$ cat src/rtl/mem_rd_arbiter.sv
// Two-master (ifu = 0, lsu = 1) read-channel arbiter onto a single memory read port, one transaction in flight.
// Define MEM_ARB_RR_EN for round-robin tie-breaking; otherwise lsu has fixed priority on ties.
module mem_rd_arbiter #(
  parameter int DW = 64
) (
  input  logic          clk,
  input  logic          rstn,
  input  logic          ifu_ARVALID,
  output logic          ifu_ARREADY,
  input  logic [DW-1:0] ifu_ARADDR,
  input  logic [2:0]    ifu_ARPORT,
  output logic          ifu_RVALID,
  input  logic          ifu_RREADY,
  output logic [DW-1:0] ifu_RDATA,
  output logic [1:0]    ifu_RRESP,
  input  logic          lsu_ARVALID,
  output logic          lsu_ARREADY,
  input  logic [DW-1:0] lsu_ARADDR,
  input  logic [2:0]    lsu_ARPORT,
  output logic          lsu_RVALID,
  input  logic          lsu_RREADY,
  output logic [DW-1:0] lsu_RDATA,
  output logic [1:0]    lsu_RRESP,
  output logic          mem_ARVALID,
  input  logic          mem_ARREADY,
  output logic [DW-1:0] mem_ARADDR,
  output logic [2:0]    mem_ARPORT,
  input  logic          mem_RVALID,
  output logic          mem_RREADY,
  input  logic [DW-1:0] mem_RDATA,
  input  logic [1:0]    mem_RRESP,
  output logic [1:0]    gnt
);

  typedef enum logic [1:0] {IDLE, ADDR, DATA} state_t;

  state_t       state_reg;
  logic [1:0]   gnt_reg;
  logic [1:0]   gnt_next;
`ifdef MEM_ARB_RR_EN
  logic         last_lsu_reg;
`endif

  // Masters gathered into arrays so the per-master routing is one generate body.
  logic [1:0]    m_arvalid;
  logic [1:0]    m_rready;
  logic [DW-1:0] m_araddr [2];
  logic [2:0]    m_arport [2];
  logic [1:0]    m_arready;
  logic [1:0]    m_rvalid;
  logic [DW-1:0] m_rdata [2];
  logic [1:0]    m_rresp [2];
  logic [DW-1:0] addr_masked [2];
  logic [2:0]    port_masked [2];

  logic in_addr;
  logic in_data;
  logic granted_rready;

  assign m_arvalid   = {lsu_ARVALID, ifu_ARVALID};
  assign m_rready    = {lsu_RREADY, ifu_RREADY};
  assign m_araddr[0] = ifu_ARADDR;
  assign m_araddr[1] = lsu_ARADDR;
  assign m_arport[0] = ifu_ARPORT;
  assign m_arport[1] = lsu_ARPORT;

  assign ifu_ARREADY = m_arready[0];
  assign lsu_ARREADY = m_arready[1];
  assign ifu_RVALID  = m_rvalid[0];
  assign lsu_RVALID  = m_rvalid[1];
  assign ifu_RDATA   = m_rdata[0];
  assign lsu_RDATA   = m_rdata[1];
  assign ifu_RRESP   = m_rresp[0];
  assign lsu_RRESP   = m_rresp[1];

  assign in_addr        = (state_reg == ADDR);
  assign in_data        = (state_reg == DATA);
  assign granted_rready = |(gnt_reg & m_rready);

  genvar gi;
  generate
    for (gi = 0; gi < 2; gi++) begin : g_master
      assign addr_masked[gi] = (in_addr && gnt_reg[gi]) ? m_araddr[gi] : '0;
      assign port_masked[gi] = (in_addr && gnt_reg[gi]) ? m_arport[gi] : '0;
      assign m_arready[gi]   = in_addr && gnt_reg[gi] && mem_ARREADY;
      assign m_rvalid[gi]    = in_data && gnt_reg[gi] && mem_RVALID;
      assign m_rdata[gi]     = (in_data && gnt_reg[gi]) ? mem_RDATA : '0;
      assign m_rresp[gi]     = (in_data && gnt_reg[gi]) ? mem_RRESP : '0;
    end
  endgenerate

  assign mem_ARVALID = in_addr;
  assign mem_ARADDR  = addr_masked[0] | addr_masked[1];
  assign mem_ARPORT  = port_masked[0] | port_masked[1];
  assign mem_RREADY  = in_data && granted_rready;
  assign gnt         = gnt_reg;

  always_comb begin
    gnt_next = 2'b00;
    case (m_arvalid)
      2'b01: gnt_next = 2'b01;
      2'b10: gnt_next = 2'b10;
`ifdef MEM_ARB_RR_EN
      2'b11: gnt_next = last_lsu_reg ? 2'b01 : 2'b10;
`else
      2'b11: gnt_next = 2'b10;
`endif
      default: gnt_next = 2'b00;
    endcase
  end

  always_ff @(posedge clk or negedge rstn) begin
    if (!rstn) begin
      state_reg    <= IDLE;
      gnt_reg      <= 2'b00;
`ifdef MEM_ARB_RR_EN
      last_lsu_reg <= 1'b1;
`endif
    end else begin
      case (state_reg)
        IDLE: begin
          if (|m_arvalid) begin
            gnt_reg   <= gnt_next;
            state_reg <= ADDR;
          end
        end
        ADDR: begin
          if (mem_ARREADY) state_reg <= DATA;
        end
        DATA: begin
          if (mem_RVALID && granted_rready) begin
            gnt_reg      <= 2'b00;
`ifdef MEM_ARB_RR_EN
            last_lsu_reg <= gnt_reg[1];
`endif
            state_reg    <= IDLE;
          end
        end
        default: state_reg <= IDLE;
      endcase
    end
  end

endmodule
$ cat config.mk
export PLATFORM = sky130hd
export DESIGN_NAME = mem_rd_arbiter
export DESIGN_NICKNAME = d
export VERILOG_FILES = /design/src/rtl/mem_rd_arbiter.sv
export SDC_FILE = /design/constraint.sdc
export NUM_CORES = 1
export LEC_CHECK = 0
export CAP_MARGIN = 20
export CORE_AREA = 2 2 160 162
export DETAILED_ROUTE_END_ITERATION = 10
export DIE_AREA = 0 0 162 164
export SYNTH_ARGS = -nofsm -noshare
export SYNTH_HDL_FRONTEND = slang
export SYNTH_SLANG_ARGS = --single-unit
export TNS_END_PERCENT = 5
$ cat constraint.sdc
create_clock -name clk -period 1.7 [get_ports clk]
set_input_delay 0.425 -clock clk [delete_from_list [all_inputs] [get_ports clk]]
set_output_delay 0.425 -clock clk [all_outputs]
set_load 0.005 [all_outputs]
Word level (Yosys, flattened, before mapping)
Index checks and enable logic that the tools add are counted.
W data, S select, Z words.
{ "totals": {"regBits": 4, "in_bits": 208, "elab_cells": 45} }
{ "classes": {"n_eq_ne": 8, "mux": 15, "n_bitwise": 3, "n_reduce_logical": 17} }
{ "op_table": {"columns": ["cell", "n"], "rows": [
  ["$mux W64", 4],
  ["$or A64 B64 Y64", 1],
  ["$mux W2", 6],
  ["$logic_and A1 B1 Y1", 10],
  ["$pmux W2 S2", 2],
  ["$eq A2 B2 Y1 const B", 3],
  ["$mux W3", 2],
  ["$pmux W2 S3", 1],
  ["$reduce_and A3 Y1", 2],
  ["$reduce_or A2 Y1", 3],
  ["$eq A2 B1 Y1 const B", 2],
  ["$ne A2 B2 Y1 const B", 2],
  ["$or A3 B3 Y3", 1],
  ["$and A2 B2 Y2", 1],
  ["$logic_not A2 Y1", 1],
  ["$ne A2 B1 Y1 const B", 1],
  ["$reduce_bool A2 Y1", 1]
]} }

Depth between registers and ports, before layout
Gate-level depths: netlist (run 1).
{ "depth": {"ltp_word": 5, "depth_mapped": 6, "mapped_depth_nobuf": 3} }

Worst setup path before layout (run 1)
OpenSTA, ideal clock, no wires.
{ "synth_timing": {"kind": "register to output", "start": "register state_reg[0]", "end": "output port mem_ARADDR[35]", "t_arrival_ns": 1.330, "setup_slack_ns": -0.055, "path_stages_with_launch": 7, "n_path_buf": 3, "cell_sequence": "dfrtp_1 > nor2b_4 > and2_1 > buf_6 > buf_6 > buf_6 > a22o_1"} }
{ "synth_between": {"elab_chain_cells": 4, "elab_cells_between_ends": 6} }
{ "synth_lines": {"columns": ["item", "line", "text"], "rows": [
  ["start: declaration", "37", "state_t state_reg;"],
  ["start signal: assignment", "114", "state_reg <= IDLE;"],
  ["start signal: assignment", "124", "state_reg <= ADDR;"],
  ["start signal: assignment", "128", "if (mem_ARREADY) state_reg <= DATA;"],
  ["$eq A2 B1 Y1 *", "76", "assign in_addr = (state_reg == ADDR);"],
  ["net mem_ARVALID", "24", "output logic mem_ARVALID,"],
  ["$logic_and A1 B1 Y1", "83", "assign addr_masked[gi] = (in_addr && gnt_reg[gi]) ? m_araddr[gi] : '0;"],
  ["$mux W64", "83", null],
  ["$or A64 B64 Y64 *", "93", "assign mem_ARADDR = addr_masked[0] | addr_masked[1];"],
  ["end: declaration", "26", "output logic [DW-1:0] mem_ARADDR,"]
]} }
Mark *: on every way through the listed nets, which the timed path passes. The rest lies on a longest branch.

Worst setup path after layout (run 1)
{ "layout_timing": {"start": "register state_reg[0]", "end": "output port mem_ARADDR[25]"} }
{ "layout_between": {"elab_chain_cells": 4, "elab_cells_between_ends": 6} }
{ "layout_lines": {"columns": ["item", "line"], "rows": [
  ["$eq A2 B1 Y1 *", "76"],
  ["$logic_and A1 B1 Y1", "83"],
  ["$mux W64", "83"],
  ["$or A64 B64 Y64 *", "93"]
]} }
Every way passes the cells marked *; elsewhere a longest branch is shown, timed or not.

==> metrics.md, run 1 <==
| Metric | Value |
|---|---|
| Hold Fails Final Rpt | `0` |
| Hold Crit Class | `in2async` |
| Tmin final | `2122 ps` |
| Unique masters post-synth | `19` |
| Crit end category | `output port` |
| Vias | `4282` |
| Leak Pwr | `3.655 nW` |
| Crit-path max FO | `7` |
| CTS tree | `yes` |
| Leading cell types in the layout, fill and taps excluded | `clkdlybuf4s50_1, buf_2, and3_1` |
| Mapped Area | `~1900 sq um` |
| Crit path buffers/inverters | `4` |
| Share of cells above drive strength 1 | `approximately 45%` |
| Detailed-route wire length per cell | `between 20 and 25 um` |
| Fin cells | `1063` |
| CP Cell Sequence | `nor2b_4, and2_4, buf_12, buf_16, buf_6, a22o_1, buf_2` |
| Worst Skew | `around 0.44 ps` |
| CTS buffer count | `3` |
| CP required | `1270 ps` |
| Chip Height | `164 um` |
| RSZ-0062 raised after global routing | `yes` |
| Top delay family on crit path | `buffers and inverters` |
| DP HPWL | `roughly 17000 um` |
| Grt ovf | `0` |
| CP max-delay cell | `dfrtp_1` |
| Failing checks | `setup timing` |
| IO Port Bufs | `414` |
| Vias in the first global route | `4292` |
| Max stage delay on crit path | `380 ps` |
| 1st-iter DRT viols | `238` |
| Worst skew pair latency | `220 ps` |
| Warnings from Yosys | `0` |
| Starting Density | `7.784%` |
| CTS root buf | `clkbuf_16` |
| Clock transition at the registers of the reported paths | `around 30 ps` |
| IO Count | `415` |
| Antenna violations before repair | `1` |
| Outcome | `finished, violations left` |
| Fin crit share | `124.8%` |
| CORE AREA | `24820 sq um` |
| Post-synthesis register bit count | `4` |
| Routed Antenna Nets | `0` |
| Inst Count DP | `1021` |
| Area post-placement | `6706 sq um` |
| Clock sink count | `4` |
| Vias per inst | `4.028` |
| Post-synthesis cell count | `278` |
| Peak supply drop | `0.4480 mV` |
| Post-route DRC | `0` |
| Row Count | `between 50 and 60` |
| PwrDens | `around 1200 nW/um^2` |
| Total power | `0.008401 W` |
| Largest net degree at the start of global routing | `37` |
| Die X | `between 150 and 200 um` |
| CP arrival | `approximately 1700 ps` |
| Max Fclk | `0.4713 GHz` |
| GRT Total Usage | `14.78%` |
| Area grow syn2layout | `260.2%` |
| Slew HR | `76.39%` |
| Final setup viols | `204` |
| Final GP Congestion | `0.7808` |
| WS Path Type | `reg2out` |
| Count of pins over their slew limit | `0` |
| Mean post-synth cell area | `6.949 sq um` |
| Worst setup margin | `-421.6 ps` |
| CTS HTree Levels | `1` |
| Tightest Pin Transition | `between 300 and 400 ps` |
| DRT Pass-1 Iters | `4` |
| Post-synthesis sequential area ratio | `5.181%` |
| Drt total wl | `21640 um` |
| Die area | `26570 sq um` |
| Synth Net Count | `486` |
| Post-route cell area | `6959 sq um` |
| Final net count | `941` |
| First-pass GRT wire length | `slightly below 30000 um` |
| Maxcap violations | `0` |
| Clock tree buffer depth | `2` |
| Launching element type of the critical path | `register` |
| Commonest non-fill, non-tap cell in the layout | `clkdlybuf4s50_1` |
==> per-stage QoR <==
| stage | setup TNS [ps] | hold slack (ps) | setup WS (ps) | util [%] |
|---|---|---|---|---|
| finish | -60100 | 406.9 | -421.6 | 28.04 |
| global route | -72800 | 428.0 | -468.6 | 28.03 |
| CTS | -64470 | 407.9 | -419.3 | 27.84 |
| detailed placement | -83550 | 640.1 | -517.2 | 27.02 |
| global placement | -83420 | 635.0 | -520.5 | 27.02 |
| floorplan | -720.2 | 129.4 | -24.01 | - |
==> cell families after synthesis <==
logic type / share of synthesized area (%)
AOI/OAI and AO/OA: 33.23
buffers and inverters: 13.73
DFF: 5.182
and+or+nand+nor: 47.86
==> layout make-up <==
cell class	count	area, sq um
Fill cell	2734	17860
Timing Repair Buffer	497	4602
Multi-Input combinational cell	224	1749
Tap cell	330	412.9
Sequential cell	4	102.6
Clock buffer	4	78.83
Inverter	3	11.26
Antenna cell	1	2.502
==> power breakdown <==
part	total [W]	internal (W)	leakage, nW	switching, W
combinational	0.00782	0.00446	3.57	0.00336
sequential	0.000209	0.000148	0.0457	0.0000611
clock	0.000377	0.000310	0.0382	0.0000674
==> synth_stat cells <==
cell      count  share of area, %
a211oi_1      1              0.39
a22o_1       67                30
a22oi_1       2              0.78
and2_1        2              0.65
and3_1      136                44
buf_2        11               2.8
buf_4         5               1.9
buf_6         6               3.5
clkbuf_1     25               4.9
dfrtp_1       4               5.2
inv_1         3              0.58
nand2_1       4              0.78
nand3_1       1              0.26
nor2_1        1              0.19
nor2b_1       3              0.97
nor2b_4       1              0.71
nor3_1        1              0.26
o211ai_1      3               1.2
o21ai_0       2              0.52
==> metal layers <==
metal / up-vias / share of wire [%] / track usage (%)
met4: 0 / 1.3 / 2.655
met3: 10 / 8.7 / 3.586
li1: 1999 / - / -
met5: - / 0 / 0
met2: 269 / 49 / 26.19
met1: 2004 / 41 / 18.31
==> repair_timing <==
item	CTS	global route
hold buffers	0	0
setup endpoints to repair	207	206
endpoints found under the hold margin	0	0
pin swaps	44	25
gates resized for setup	850	68
gates cloned	7	1
buffers inserted	28	2
==> final timing paths <==
kind | start | end | cells after the start | slack [ps]
setup reg to reg | gnt[1] | gnt[1] | 5 | 310
hold reg to reg | state_reg[1] | state_reg[0] | 2 | 650
min in group clk | state_reg[1] | state_reg[0] | 2 | 650
hold / removal | rstn | gnt[0] | 1 | 410
max in group asynchronous | rstn | gnt[1] | 1 | 1110
setup / recovery | state_reg[0] | mem_ARADDR[25] | 7 | -420
==> worst reg2reg max path, cell delays in order, from the launching register on <==
cell and delay [ps]:
dfrtp_2 440, buf_12 170, a22oi_1 320, buf_4 190
o211ai_1 80, o211ai_1 90
Note: power is estimated with default switching activity, not from simulation.
==> inputs of run 2 (changes only) <==
- SLEW_MARGIN: default -> 20
==> results of run 2 <==
Same layout as run 1: the final DEF is identical, and so are final timing and power.
